## config.mk

```make
export PLATFORM = sky130hd
export DESIGN_NAME = pc_fetch_unit
export DESIGN_NICKNAME = d
export VERILOG_FILES = /design/src/rtl/pc_fetch_unit.sv
export SDC_FILE = /design/constraint.sdc
export NUM_CORES = 1
export LEC_CHECK = 0
export CORE_UTILIZATION = 35
export CTS_BUF_LIST = sky130_fd_sc_hd__clkbuf_8
export DETAILED_ROUTE_END_ITERATION = 16
export HOLD_SLACK_MARGIN = 0.12
export PLACE_DENSITY = 0.65
export RECOVER_POWER = 25
export SYNTH_ARGS = -nofsm -noshare
export SYNTH_HDL_FRONTEND = slang
export SYNTH_SLANG_ARGS = --single-unit
```

## constraint.sdc

```tcl
create_clock -name clk -period 3.7 [get_ports clk]
set_input_delay 1.11 -clock clk [delete_from_list [all_inputs] [get_ports clk]]
set_output_delay 1.11 -clock clk [all_outputs]
set_load 0.005 [all_outputs]
```

## src/rtl/pc_fetch_unit.sv

```systemverilog
// Program counter and instruction-fetch stage: next-PC selection, imem request/ready
// handshake, and single-entry presentation of fetched instructions to decode.
module pc_fetch_unit #(
    parameter logic [31:0] RESET_PC = 32'h0000_0000
) (
    input  logic        clk,
    input  logic        reset,
    input  logic        stall,
    input  logic        jump,
    input  logic [31:0] jump_target,
    input  logic        branch,
    input  logic [31:0] branch_target,
    output logic        imem_req,
    output logic [31:0] imem_addr,
    input  logic        imem_ready,
    input  logic [31:0] imem_rdata,
    output logic [31:0] instr,
    output logic        instr_valid,
    output logic [31:0] pc,
    output logic [31:0] pc_plus4,
    output logic        misalign_err
);

    localparam int unsigned XLEN    = 32;
    localparam logic [XLEN-1:0] PC_STEP = XLEN'(4);

    localparam logic [1:0] S_IDLE  = 2'd0;
    localparam logic [1:0] S_FETCH = 2'd1;
    localparam logic [1:0] S_VALID = 2'd2;

    logic [1:0]      r_state;
    logic [XLEN-1:0] r_fetch_pc;
    logic            r_redir_pend;
    logic [XLEN-1:0] r_redir_addr;
    logic [XLEN-1:0] r_instr;
    logic [XLEN-1:0] r_pc;
    logic            r_instr_valid;
    logic            r_imem_req;
    logic            r_misalign;

    logic [1:0]      w_state_nxt;
    logic [XLEN-1:0] w_fetch_pc_nxt;
    logic            w_redir_pend_nxt;
    logic [XLEN-1:0] w_redir_addr_nxt;
    logic [XLEN-1:0] w_instr_nxt;
    logic [XLEN-1:0] w_pc_nxt;
    logic            w_misalign_nxt;

    logic            w_redir;
    logic [XLEN-1:0] w_raw_tgt;
    logic [XLEN-1:0] w_tgt;

    // Jump wins over branch; the target is forced to word alignment.
    assign w_redir   = jump | branch;
    assign w_raw_tgt = jump ? jump_target : branch_target;
    assign w_tgt     = {w_raw_tgt[XLEN-1:2], 2'b00};

    always_comb begin
        w_state_nxt      = r_state;
        w_fetch_pc_nxt   = r_fetch_pc;
        w_redir_pend_nxt = r_redir_pend;
        w_redir_addr_nxt = r_redir_addr;
        w_instr_nxt      = r_instr;
        w_pc_nxt         = r_pc;
        w_misalign_nxt   = r_misalign | (w_redir & (|w_raw_tgt[1:0]));

        case (r_state)
            S_IDLE: begin
                w_state_nxt = S_FETCH;
                if (w_redir) begin
                    w_fetch_pc_nxt = w_tgt;
                end
            end
            S_FETCH: begin
                if (imem_ready) begin
                    if (w_redir) begin
                        w_fetch_pc_nxt   = w_tgt;
                        w_redir_pend_nxt = 1'b0;
                    end else if (r_redir_pend) begin
                        w_fetch_pc_nxt   = r_redir_addr;
                        w_redir_pend_nxt = 1'b0;
                    end else begin
                        w_instr_nxt    = imem_rdata;
                        w_pc_nxt       = r_fetch_pc;
                        w_fetch_pc_nxt = r_fetch_pc + PC_STEP;
                        w_state_nxt    = S_VALID;
                    end
                end else if (w_redir) begin
                    // Address must stay put while the request is outstanding.
                    w_redir_pend_nxt = 1'b1;
                    w_redir_addr_nxt = w_tgt;
                end
            end
            S_VALID: begin
                if (w_redir) begin
                    w_fetch_pc_nxt = w_tgt;
                    w_state_nxt    = S_FETCH;
                end else if (!stall) begin
                    w_state_nxt = S_FETCH;
                end
            end
            default: begin
                w_state_nxt = S_IDLE;
            end
        endcase
    end

    always_ff @(posedge clk) begin
        if (reset) begin
            r_state       <= S_IDLE;
            r_fetch_pc    <= RESET_PC;
            r_redir_pend  <= 1'b0;
            r_redir_addr  <= '0;
            r_instr       <= '0;
            r_pc          <= RESET_PC;
            r_instr_valid <= 1'b0;
            r_imem_req    <= 1'b0;
            r_misalign    <= 1'b0;
        end else begin
            r_state       <= w_state_nxt;
            r_fetch_pc    <= w_fetch_pc_nxt;
            r_redir_pend  <= w_redir_pend_nxt;
            r_redir_addr  <= w_redir_addr_nxt;
            r_instr       <= w_instr_nxt;
            r_pc          <= w_pc_nxt;
            r_instr_valid <= (w_state_nxt == S_VALID);
            r_imem_req    <= (w_state_nxt == S_FETCH);
            r_misalign    <= w_misalign_nxt;
        end
    end

    assign imem_req     = r_imem_req;
    assign imem_addr    = r_fetch_pc;
    assign instr        = r_instr;
    assign instr_valid  = r_instr_valid;
    assign pc           = r_pc;
    assign pc_plus4     = r_pc + PC_STEP;
    assign misalign_err = r_misalign;

endmodule

```

* Word level (Yosys, flattened, before mapping)
Cells that the tools add are included.
** Storage, ports and cells
- Register bits after elaboration :: 132
- Output and inout bits :: 131
- Logic and storage cells :: 46
** Operators by class
- $add $sub $neg :: 2
- Equality and inequality tests :: 6
- Multiplexer cells :: 14
- Bitwise gates (word level) :: 6
- Reductions and logical operators :: 9
** Operator list (count)
- 32-bit two-way mux :: 5
- 32-bit by 3-bit adder with 32-bit output, second input constant :: 2
- 32-bit one-hot mux with 2 select lines :: 1
- 2-bit two-way mux :: 5
- 2-bit one-hot mux with 3 select lines :: 1
- 3-bit AND reduction :: 2
- 2-bit by 1-bit == test with 1-bit output, second input constant :: 2
- 2-bit == test, second input constant :: 2
- 4-bit AND reduction :: 1
- 2-bit nonzero test :: 2
- 2-bit OR reduction :: 2
- 1-bit NOT :: 3
- 2-bit logical NOT :: 1
- 1-bit two-way mux :: 2
- 2-bit by 1-bit != test with 1-bit output, second input constant :: 1
- 2-bit != test, second input constant :: 1
- 1-bit bitwise OR :: 2
- 2-bit AND reduction :: 1
- 1-bit AND :: 1

* Logic depth before layout (Yosys ltp)
Gate-level depths: netlist of run 1.
- Word-level depth :: 5
- Gate-level depth with buffers :: 8
- Depth with buffers taken out :: 6

* Worst setup path after synthesis of run 1
No wires, ideal clock.
- Kind :: register to output
- From :: register r_pc[2], in the netlist pc[2]
- To :: output pc_plus4[20]
- Data arrival time :: 1.653 ns
- Setup slack :: 0.937 ns
- Stages on the path, launching flop included :: 8
- Path buffers :: 1
- Cell sequence :: dfxtp_1 > ha_1 > nand2_1 > nor3_2 > and3_1 > clkbuf_1 > nand4_1 > xnor2_1
** Between the ends
- Word-level cells in the longest chain between the ends :: 1
** Ends and longest elaborated chain
- from (decl) :: RTL line 36 : logic [XLEN-1:0] r_pc;
- from (signal assigned) :: RTL line 125 : r_pc <= w_pc_nxt;
- 32-bit by 3-bit adder with 32-bit output :: RTL line 137 : assign pc_plus4 = r_pc + PC_STEP;
- to (decl) :: RTL line 20 : output logic [31:0] pc_plus4,
Every way passes these cells.

* Worst setup path after layout of run 1
- From :: register r_pc[11], in the netlist pc[11]
- To :: output pc_plus4[31]
Same word-level chain as after synthesis.

==> key figures, run 1 <==
Setup path
  • Worst Path Required: roughly 2.6 ns
  • Setup CP Type: register to output port
  • Data arrival, critical path: about 2.4 ns
  • Crit path cell chain: and4_1, and3_1, and3_4, nand3_1, xnor2_1, clkdlybuf4s50_1
  • Critical path launch point type: register
  • Crit path buffers/inverters: 1
  • Critical path depth in cells: 6
  • Worst path max stage delay: approximately 0.54 ns
  • Crit Path Max Fanout: 8
  • CP top delay family: simple AND/OR/NAND/NOR gates
  • Slowest cell on crit path: clkdlybuf4s50_1
  • CP Capture Type: output port
  • Worst r2r path cells: 6

Logic synthesis
  • Area share of fa/ha/maj cells after synthesis: less than 1%
  • Complex-gate fraction of the synthesized area: 19.4%
  • Main combinational cell family by area after synthesis: simple AND/OR/NAND/NOR gates
  • Synthesis-stage register bit count: between 100 and 150
  • Post-synth top area share: 40.0%
  • Async SR Flop Fraction: 0%
  • YS warnings: 0
  • Sequential fraction of the synthesis area: around two fifths
  • Synth area leaders: dfxtp_1 40%, nand2_1 9.3%, a21oi_1 7.5%
  • Synth Instances: between 800 and 900
  • Primary FF master, synth: dfxtp_1
  • Mapped cell area: 6400 um^2
  • XOR/XNOR share of the synthesized area: between 5 and 6%
  • Yosys cell types: 57
  • EDFF count, synth: 0
  • Synth Area in Simple Gates: between 20% and 30%
  • Mean Syn Cell Area: between 7 and 8 um^2
  • Mux cell area share after synthesis: 5.65%
  • Yosys top cell by area: dfxtp_1

Detailed routing
  • DR iter-0 viols: around 500
  • Routed Antenna Nets: 0
  • WL final: around 20000 um
  • First-pass DRT Iterations: 5
  • Routed wire length per instance: 15.8 um
  • Vias post-DR: between 6000 and 7000
  • Vias/cell: 5.10
  • # DRC: 0

Global routing
  • GRT Resource Usage Total: 20.9%
  • Antenna violations before repair: 0
  • Vias in the first global route: ~5600
  • Largest net degree at the start of global routing: just over 80
  • Met1 Use GR: 30.0%
  • GRT Max-Usage Layer: met2
  • M2 GR Usage: 30.9%
  • Global-route wire length before repair: 30500 um
  • M3 GR Usage: 4.60%
  • Remaining Overflow, GRT: 0

Hold path
  • Worst Hold Path Cells: 2
  • Worst min path class: register to register

Power
  • Logic pwr share: ~16%
  • Sequential power share: ~47%
  • Peak VDD IR: 0.211 mV
  • P_int: 2.37 mW
  • Switch Pwr: around 0.89 mW
  • Pwr dens: between 300 and 400 nW/um^2
  • Leakage power: roughly 3.4 nW
  • Clock power share: a little over a third
  • Sw Share: 27.2%

Floorplanning
  • Initial core utilization: 35.7%
  • Die height: 137 um
  • Die area: between 15000 and 20000 um^2
  • I/O Pins: approximately 230
  • Die X: between 100 and 150 um
  • Core Region: between 15000 and 20000 um^2
  • Row cnt: 49

Timing
  • Fin. max-slew vios: 83
  • Hold Fails Final Rpt: 0
  • Period utilization: 95.6%
  • RSZ-0062 raised after global routing: no
  • Setup TNS Final: 0 ns
  • Slew at the pin closest to its max-slew limit: 1.78 ns
  • Slew headroom: -18.9%
  • Post-route minimum period: 3.54 ns
  • Clk_skew: approximately 0.010 ns
  • Max Freq: ~280 MHz
  • Worst hold slack: between 0.4 and 0.5 ns
  • Setup violators final: 0

Finish
  • Non-filler cells in the finished layout: 1268
  • # diodes: 0
  • Area grow syn2layout: 45.3%
  • Fraction of layout cells with a size suffix above 1: approximately 8%
  • Nets: approximately 1100

Clock network
  • CTS Buf Count: 17
  • Clock root buffer: clkbuf_8
  • CTS tree: done
  • H-Tree Depth: 4
  • Cts-stage hold buffer count: 0
  • Worst-case clock buffer depth: 2
  • Worst-path clk slew: approximately 0.07 ns
  • Clock Latency Late Sink: roughly 0.44 ns
  • Sink Count: 128

Placement
  • Placer congestion estimate: roughly 0.82
  • PortBufs: around 230
  • Cells after DPL: between 1000 and 1500
  • DP Wirelength: between 10000 and 15000 um

Outcome
  • Status: finished with violations
  • Violated checks: max-capacitance violations, max-slew violations

Run
  • Max_cap viols: 1
[worst min-delay path, cell delays in order, from the launching register on]
cell	delay, ns
dfxtp_1	0.31
nand2_1	0.05
a21oi_1	0.05
[placed cells by master, fill, tap and decap left out, types with 6 or more instances in the layout]
master	Yosys	routed
clkdlybuf4s50_1	0	185
nand2_1	159	159
dfxtp_1	128	121
a21oi_1	96	96
nor2_1	57	57
dlygate4sd3_1	0	39
mux2i_1	35	35
a211oi_1	35	35
xnor2_1	30	30
o21ai_0	30	30
nand3_1	27	26
buf_4	8	21
clkbuf_8	0	20
nand4_1	19	19
nor3_1	18	17
and3_1	13	10
xor2_1	8	8
a31oi_1	8	8
nor4_1	8	7
inv_1	5	6
and4_1	6	6
or3_1	6	6
conb_1	1	6
dfxtp_2	0	6
[stage by stage]
stage               utilization [%]  setup WS, ns  total power, mW  area, um^2
floorplan                         -         0.937             1.80        6420
global placement               49.5         0.412             2.09        8880
detailed placement             49.5         0.392             2.10        8880
CTS                            51.7       0.00580             3.29        9290
global route                   51.8      0.000356             3.40        9310
finish                         51.8         0.163             3.26        9310
[synthesized netlist by cell type (all sizes together) (4+ instances only)]
cell and n:
and2 5, and3 14, o21ai 30, nor3 19
nor4 8, xnor2 30, and4 7, nand2 160
mux2i 35, or3 6, a211oi 35, nand3 27
a21oi 96, nand4 19, nor2 58, nand2b 5
o22ai 4, dfxtp 128, clkbuf 38, xor2 8
o31ai 4, buf 29, a2111oi 4, o211ai 5
a31oi 8, inv 5
[timing repair]
| item | CTS | global route |
|---|---|---|
| pin swaps | 0 | 6 |
| endpoints found under the setup margin | 13 | 10 |
| buffers inserted | 0 | 2 |
| gates resized for setup | 4 | 14 |
[area by class of cell]
type                            count  area [um^2]
Fill cell                        1779         8660
Multi-Input combinational cell    621         3580
Sequential cell                   128         2570
Timing Repair Buffer              253         2450
Tap cell                          229          287
Clock buffer                       20          275
Clock inverter                     11          115
Inverter                            6         22.5
[sequential cells by signal (all words and copies together), names as in the netlist, 2 cells and up]
name	count
r_redir_addr	30
instr	32
pc	30
imem_addr	30
r_state	2
[logic make-up after synthesis]
group,Yosys count
multiplexers,36
buffers and inverters,73
flip-flops,128
XOR/XNOR,38
AO/OA/AOI/OAI,204
AND/OR/NAND/NOR,335
adder cells (fa/ha/maj),2
other,1
[final timing paths]
check,from,to,slack [ns]
max,pc[11]$_SDFFE_PP0P_,pc_plus4[31],0.16
min,instr[11]$_SDFFE_PP0P_,instr[11]$_SDFFE_PP0P_,0.45
max reg2reg,r_state[0]$_SDFF_PP0_,r_redir_addr[13]$_SDFFE_PP0P_,0.98
min reg2reg,instr[11]$_SDFFE_PP0P_,instr[11]$_SDFFE_PP0P_,0.45
[metal layers]
| layer | vias up | part of all wire (%) |
|---|---|---|
| met5 | - | 0 |
| met4 | 0 | 1.4 |
| met3 | 24 | 5.4 |
| met2 | 229 | 45 |
| met1 | 2908 | 49 |
| li1 | 3307 | - |
[power groups by stage]
stage	combinational, mW	clock (mW)	sequential [mW]
detailed placement	0.537	0	1.56
global route	0.579	1.29	1.54
global placement	0.535	0	1.56
floorplan	0.259	0	1.54
finish	0.532	1.19	1.53
CTS	0.540	1.22	1.53
Note: power is estimated with default switching activity, not from simulation.
==> run 2, diff against run 1 <==
--- a/config.mk
+++ b/config.mk
@@ -11,6 +11,7 @@
 export HOLD_SLACK_MARGIN = 0.12
 export PLACE_DENSITY = 0.65
 export RECOVER_POWER = 25
+export SETUP_SLACK_MARGIN = 0.05
 export SYNTH_ARGS = -nofsm -noshare
 export SYNTH_HDL_FRONTEND = slang
 export SYNTH_SLANG_ARGS = --single-unit
==> run 2 against run 1 <==
Net effect:
- the run still ends with max-capacitance violations, max-slew violations left
- sequential power barely moved
- via count rose by 0.53%
- die area did not move
- critical path type unchanged
- critical endpoint unchanged
- largest cell class unchanged
==> key figures, run 2 (same netlist as run 1, synthesis figures left out) <==
Outcome
  • Status: finished with violations
  • Violated checks: max-capacitance violations, max-slew violations

Finish
  • Fin area: 9320 um^2 (+0.11%)
  • Fraction of layout cells with a size suffix above 1: 8.37% (+0.38 points)
  • Area grow syn2layout: 45.5%
  • # diodes: 0 (unchanged)
  • Nets: 1131 (unchanged)
  • Most common cell after layout, fill and taps aside: clkdlybuf4s50_1
  • Max reg flops: 32 (unchanged)
  • Most frequent cells in the layout: 184 x clkdlybuf4s50_1, 159 x nand2_1, 118 x dfxtp_1, 96 x a21oi_1, 57 x nor2_1

Placement
  • PortBufs: 226 (unchanged)
  • DP Wirelength: 14300 um (unchanged)
  • Worst slack, placed: 0.392 ns (unchanged)
  • DP Area: 8880 um^2 (unchanged)
  • Placer congestion estimate: 0.825 (unchanged)

Timing
  • Worst hold slack: 0.449 ns (-0.000635 ns)
  • Max Freq: 287 MHz (+1.3%)
  • Setup violators final: 0 (unchanged)
  • Slew headroom: -19.8% (-0.96 points)
  • Setup TNS Final: 0 ns (unchanged)
  • Period utilization: 94.3% (-1.3 points)
  • Post-route minimum period: 3.49 ns (-0.0463 ns)
  • Clk_skew: 0.0102 ns (-0.000274 ns)
  • Hold Fails Final Rpt: 0 (unchanged)
  • Slew at the pin closest to its max-slew limit: 1.80 ns (+0.0144 ns)
  • Final WS setup: 0.210 ns (+0.0463 ns)
  • RSZ-0062 raised after global routing: yes
  • Fin. max-slew vios: 83 (unchanged)

Setup path
  • CP Capture Type: output port
  • Crit Path Max Fanout: 8 (unchanged)
  • Crit path from: pc[13]$_SDFFE_PP0P_
  • Data arrival, critical path: 2.38 ns (-0.05 ns)
  • Critical path launch point type: register
  • Worst Path Required: 2.59 ns (about the same)
  • FF-to-FF Start: r_state[0]$_SDFF_PP0_
  • Setup CP Type: register to output port

Detailed routing
  • Vias/cell: 5.13 (+0.53%)
  • Routed Antenna Nets: 0 (unchanged)
  • WL final: 20000 um (-0.28%)
  • # DRC: 0 (unchanged)
  • Vias post-DR: 6502 (+0.53%)
  • Routed wire length per instance: 15.7 um (-0.28%)
  • DR iter-0 viols: 475 (-4.8%)
  • First-pass DRT Iterations: 5 (unchanged)

Floorplanning
  • I/O Pins: 233 (unchanged)
  • Die area: 18800 um^2 (unchanged)
  • Initial core utilization: 35.7% (unchanged)
  • Row cnt: 49 (unchanged)
  • Die X: 137 um (unchanged)
  • Core Region: 18000 um^2 (unchanged)
  • Die height: 137 um (unchanged)

Power
  • Switch Pwr: 0.886 mW (about the same)
  • Clock power share: 36.6% (about the same)
  • Sequential power share: 47.0% (about the same)
  • Leakage power: 3.38 nW (+0.71%)
  • Final Power: 3.26 mW (about the same)
  • P_int: 2.37 mW (about the same)
  • Logic pwr share: 16.3% (about the same)
  • Pwr dens: 350 nW/um^2 (about the same)
  • Peak VDD IR: 0.211 mV (about the same)
  • Sw Share: 27.2% (about the same)

Global routing
  • GRT Max-Usage Layer: met2
  • M3 GR Usage: 4.60% (unchanged)
  • Remaining Overflow, GRT: 0 (unchanged)
  • Vias in the first global route: 5600 (+0.13%)
  • Met1 Use GR: 30.0% (about the same)
  • Antenna violations before repair: 0 (unchanged)
  • GRT Resource Usage Total: 20.9% (about the same)
  • Largest net degree at the start of global routing: 83 (unchanged)
  • Global-route wire length before repair: 30500 um (about the same)
  • M2 GR Usage: 30.9% (unchanged)

Clock network
  • CTS tree: done
  • H-Tree Depth: 4 (unchanged)
  • Worst-case clock buffer depth: 2 (unchanged)
  • Worst-path clk slew: 0.07 ns (about the same)
  • Clock Latency Late Sink: 0.44 ns (about the same)
  • Cts-stage hold buffer count: 0 (unchanged)
  • CTS Buf Count: 17 (unchanged)
  • Clock root buffer: clkbuf_8
  • Sink Count: 128 (unchanged)

Hold path
  • Min-delay src: instr[11]$_SDFFE_PP0P_
  • Worst min path class: register to register

Run
  • Max_cap viols: 1 (unchanged)
==> run 2: cell types whose count changed in the layout (fill, tap and decap cells not counted) <==
| cell | previous run | this run |
|---|---|---|
| clkbuf_1 | 4 | 3 |
| dfxtp_1 | 121 | 118 |
| clkdlybuf4s50_1 | 185 | 184 |
| dfxtp_2 | 6 | 9 |
| dlymetal6s2s_1 | 0 | 1 |
| buf_4 | 21 | 22 |
==> run 2: power by group through the flow <==
stage          sequential (mW)  combinational, mW  clock, mW
2_1_floorplan             1.54              0.259          0
3_3_place_gp              1.56              0.535          0
3_5_place_dp              1.56              0.537          0
4_1_cts                   1.53              0.540       1.22
5_1_grt                   1.54              0.580       1.29
6_report                  1.53              0.532       1.19
==> run 2: stage by stage <==
step | util (%) | cells
after global routing | 51.9 | 1268
after detailed placement | 49.5 | 1235
after CTS | 51.7 | 1266
after floorplan | - | 822
final | 51.9 | 1268
after global placement | 49.5 | 1235
==> run 2: repair_timing <==
| action | 4_1_cts | 5_1_grt |
|---|---|---|
| pin swaps | 0 | 7 |
| cloned | 0 | 0 |
| gates resized for setup | 6 | 16 |
| endpoints found under the setup margin | 14 | 15 |
| buffers inserted | 0 | 2 |
==> run 2: worst max-delay path, stage by stage, from the launching register on <==
cell and delay, ns:
dfxtp_1 0.38, and4_1 0.25, and3_1 0.22, and3_4 0.26, nand3_1 0.12, xnor2_1 0.16
clkdlybuf4s50_1 0.54
==> run 2: layer usage <==
metal	wire length, um	share of wire (%)	vias to the layer above
met5	0	0	-
met4	263	1.3	0
met3	1110	5.6	21
met2	8970	45	235
met1	9620	48	2938
li1	-	-	3308
==> run 2: path summary, 6_finish.rpt <==
| path | end | slack (ns) | depth (start not counted) |
|---|---|---|---|
| min | instr[11]$_SDFFE_PP0P_ | 0.45 | 2 |
| max | pc_plus4[31] | 0.21 | 6 |
| max reg2reg | r_redir_addr[13]$_SDFFE_PP0P_ | 0.99 | 6 |
| min reg2reg | instr[11]$_SDFFE_PP0P_ | 0.45 | 2 |
==> run 2: layout make-up <==
cell class | count | area, um^2
Tap cell | 229 | 287
Clock buffer | 20 | 275
Multi-Input combinational cell | 621 | 3580
Inverter | 6 | 22.5
Fill cell | 1777 | 8650
Sequential cell | 128 | 2580
Timing Repair Buffer | 253 | 2460
Clock inverter | 11 | 115
==> run 3, diff against run 2 <==
--- a/config.mk
+++ b/config.mk
@@ -5,6 +5,7 @@
 export SDC_FILE = /design/constraint.sdc
 export NUM_CORES = 1
 export LEC_CHECK = 0
+export CORE_ASPECT_RATIO = 0.75
 export CORE_UTILIZATION = 35
 export CTS_BUF_LIST = sky130_fd_sc_hd__clkbuf_8
 export DETAILED_ROUTE_END_ITERATION = 16
==> run 3 against run 2 <==
Net effect:
- the flow still finishes with violations (max-capacitance violations, max-slew violations)
- first-iteration DRC count decreased by 23%
- routed wire length about the same
- sequential power about the same
- clock skew decreased by 0.0015 ns
- count of clock-buffer cells in the layout increased by 2
- core utilization increased by 0.79 points
- critical path depth unchanged
- non-clock buffer count decreased by 2
- register-to-register slack improved by 0.21 ns
- clock power about the same
- power increased by 0.16%
- critical path type unchanged
- highest routed layer unchanged
==> key figures, run 3 (same netlist as run 1, synthesis figures left out) <==
Outcome
  • Status: finished with violations
  • Violated checks: max-capacitance violations, max-slew violations

Run
  • Max_cap viols: 1 (unchanged)

Setup path
  • Slowest cell on crit path: clkdlybuf4s50_1
  • CP top delay family: simple AND/OR/NAND/NOR gates
  • Crit path cell chain: and4_1, and3_1, and3_4, nand4_1, xnor2_1, clkdlybuf4s50_1
  • Crit Path Max Fanout: 8 (unchanged)
  • Crit path from: pc[13]$_SDFFE_PP0P_
  • Worst Path Required: 2.59 ns (about the same)
  • Critical path launch point type: register
  • CP Capture Type: output port
  • FF-to-FF Start: r_state[0]$_SDFF_PP0_
  • Setup CP Type: register to output port
  • Crit path buffers/inverters: 1 (unchanged)
  • Worst path max stage delay: 0.52 ns (-0.02 ns)
  • Data arrival, critical path: 2.39 ns (about the same)

Placement
  • DP Area: 8930 um^2 (+0.46%)
  • PortBufs: 226 (unchanged)
  • Placer congestion estimate: 0.832 (+0.82%)
  • DP Wirelength: 14200 um (-0.75%)

Floorplanning
  • Core Region: 17800 um^2 (-1.1%)
  • Die X: 158 um (+15%)
  • I/O Pins: 233 (unchanged)
  • Die height: 119 um (-13%)
  • Initial core utilization: 36.1% (+0.40 points)
  • Die area: 18900 um^2 (about the same)
  • Row cnt: 42 (-14%)

Clock network
  • Worst-case clock buffer depth: 2 (unchanged)
  • Clock root buffer: clkbuf_8
  • CTS tree: done
  • CTS Buf Count: 17 (unchanged)
  • Setup Fix Bufs, Post-CTS: 0 (unchanged)
  • Sink Count: 128 (unchanged)
  • Worst-path clk slew: 0.07 ns (about the same)
  • Clock Latency Late Sink: 0.43 ns (about the same)
  • H-Tree Depth: 4 (unchanged)
  • Cts-stage hold buffer count: 0 (unchanged)

Detailed routing
  • Routed Antenna Nets: 0 (unchanged)
  • First-pass DRT Iterations: 4 (-1)
  • Vias/cell: 5.14 (+0.24%)
  • Vias post-DR: 6569 (+1.0%)
  • WL final: 20000 um (about the same)
  • Routed wire length per instance: 15.6 um (-0.75%)
  • # DRC: 0 (unchanged)
  • DR iter-0 viols: 364 (-23%)

Power
  • Leakage power: 3.37 nW (-0.23%)
  • Pwr dens: 349 nW/um^2 (-0.22%)
  • Switch Pwr: 0.856 mW (-3.3%)
  • Sw Share: 26.2% (-0.95 points)
  • Clock power share: 36.8% (+0.2 points)
  • Final Power: 3.26 mW (+0.16%)
  • Sequential power share: 46.9% (about the same)
  • Logic pwr share: 16.3% (about the same)
  • Peak VDD IR: 0.253 mV (+20%)
  • P_int: 2.41 mW (+1.5%)

Timing
  • RSZ-0062 raised after global routing: yes
  • Slew headroom: -6.95% (+13 points)
  • Post-route minimum period: 3.50 ns (+0.0137 ns)
  • Max Freq: 285 MHz (-0.39%)
  • Fin. max-slew vios: 25 (-70%)
  • Setup violators final: 0 (unchanged)
  • Clk_skew: 0.00873 ns (-0.00149 ns)
  • Period utilization: 94.7% (+0.37 points)
  • Setup TNS Final: 0 ns (unchanged)
  • Hold Fails Final Rpt: 0 (unchanged)
  • Slew at the pin closest to its max-slew limit: 1.60 ns (-0.193 ns)

Finish
  • Most common cell after layout, fill and taps aside: clkdlybuf4s50_1
  • Most frequent cells in the layout: 184 x clkdlybuf4s50_1, 159 x nand2_1, 119 x dfxtp_1, 96 x a21oi_1, 57 x nor2_1
  • Max reg flops: 32 (unchanged)
  • # diodes: 0 (unchanged)
  • Nets: 1129 (-0.18%)
  • Fin area: 9350 um^2 (+0.39%)
  • Area grow syn2layout: 46.0%
  • Fraction of layout cells with a size suffix above 1: 8.11% (-0.27 points)

Global routing
  • Global-route wire length before repair: 31600 um (+3.5%)
  • GRT Resource Usage Total: 21.2% (+0.33 points)
  • Antenna violations before repair: 0 (unchanged)
  • Largest net degree at the start of global routing: 123 (+48%)
  • Vias in the first global route: 6064 (+8.3%)
  • Remaining Overflow, GRT: 0 (unchanged)

Hold path
  • Worst min path class: register to register
  • Min-delay src: instr[8]$_SDFFE_PP0P_
[run 3: cell count changes in the layout (fill, tap and decap cells not counted), sizes merged]
cell and delta:
clkinvlp -3, buf +2, clkbuf -2, clkinv -1, dlygate4sd3 +1, dlymetal6s2s -1
inv +1
[run 3: final cells by class]
| cell class | instances | area, um^2 |
|---|---|---|
| Inverter | 6 | 22.5 |
| Tap cell | 242 | 303 |
| Clock inverter | 8 | 87.6 |
| Sequential cell | 128 | 2580 |
| Clock buffer | 22 | 303 |
| Fill cell | 1706 | 8410 |
| Multi-Input combinational cell | 621 | 3580 |
| Timing Repair Buffer | 251 | 2480 |
[run 3: worst min-delay path: stages, from the launching register on]
cell and delay, ns:
dfxtp_1 0.31, nand2_1 0.05, a21oi_1 0.05
[run 3: power groups by stage]
stage / registers (mW) / clock network (mW) / logic, mW
after global routing: 1.54 / 1.28 / 0.585
final: 1.53 / 1.20 / 0.532
after CTS: 1.53 / 1.23 / 0.538
after floorplan: 1.54 / 0 / 0.259
after detailed placement: 1.56 / 0 / 0.535
after global placement: 1.56 / 0 / 0.532
[run 3: final timing paths]
check,end,slack (ns),cells past startpoint
min reg2reg,instr[8]$_SDFFE_PP0P_,0.45,2
max,pc_plus4[27],0.20,6
max reg2reg,r_redir_addr[23]$_SDFFE_PP0P_,1.20,6
min,instr[8]$_SDFFE_PP0P_,0.45,2
[run 3: metrics by stage]
stage / hold WS (ns) / cells / setup WS, ns / utilization, %
2_1_floorplan: 0.453 / 822 / 0.937 / -
3_3_place_gp: 0.441 / 1248 / 0.281 / 50.3
3_5_place_dp: 0.446 / 1248 / 0.243 / 50.3
4_1_cts: 0.457 / 1278 / 0.0823 / 52.6
5_1_grt: 0.467 / 1278 / 0.0297 / 52.7
6_report: 0.451 / 1278 / 0.196 / 52.7
[run 3: layer usage]
layer | GRT usage (%) | vias up | wire (um)
met5 | 0 | - | 0
li1 | - | 3303 | -
met2 | 31.9 | 229 | 8590
met3 | 6.19 | 6 | 1620
met4 | 4.03 | 0 | 53
met1 | 30.1 | 3031 | 9700
[run 3: what timing repair did]
item	CTS	global route
pin swaps	1	5
resized for setup	9	13
endpoints found under the setup margin	15	13
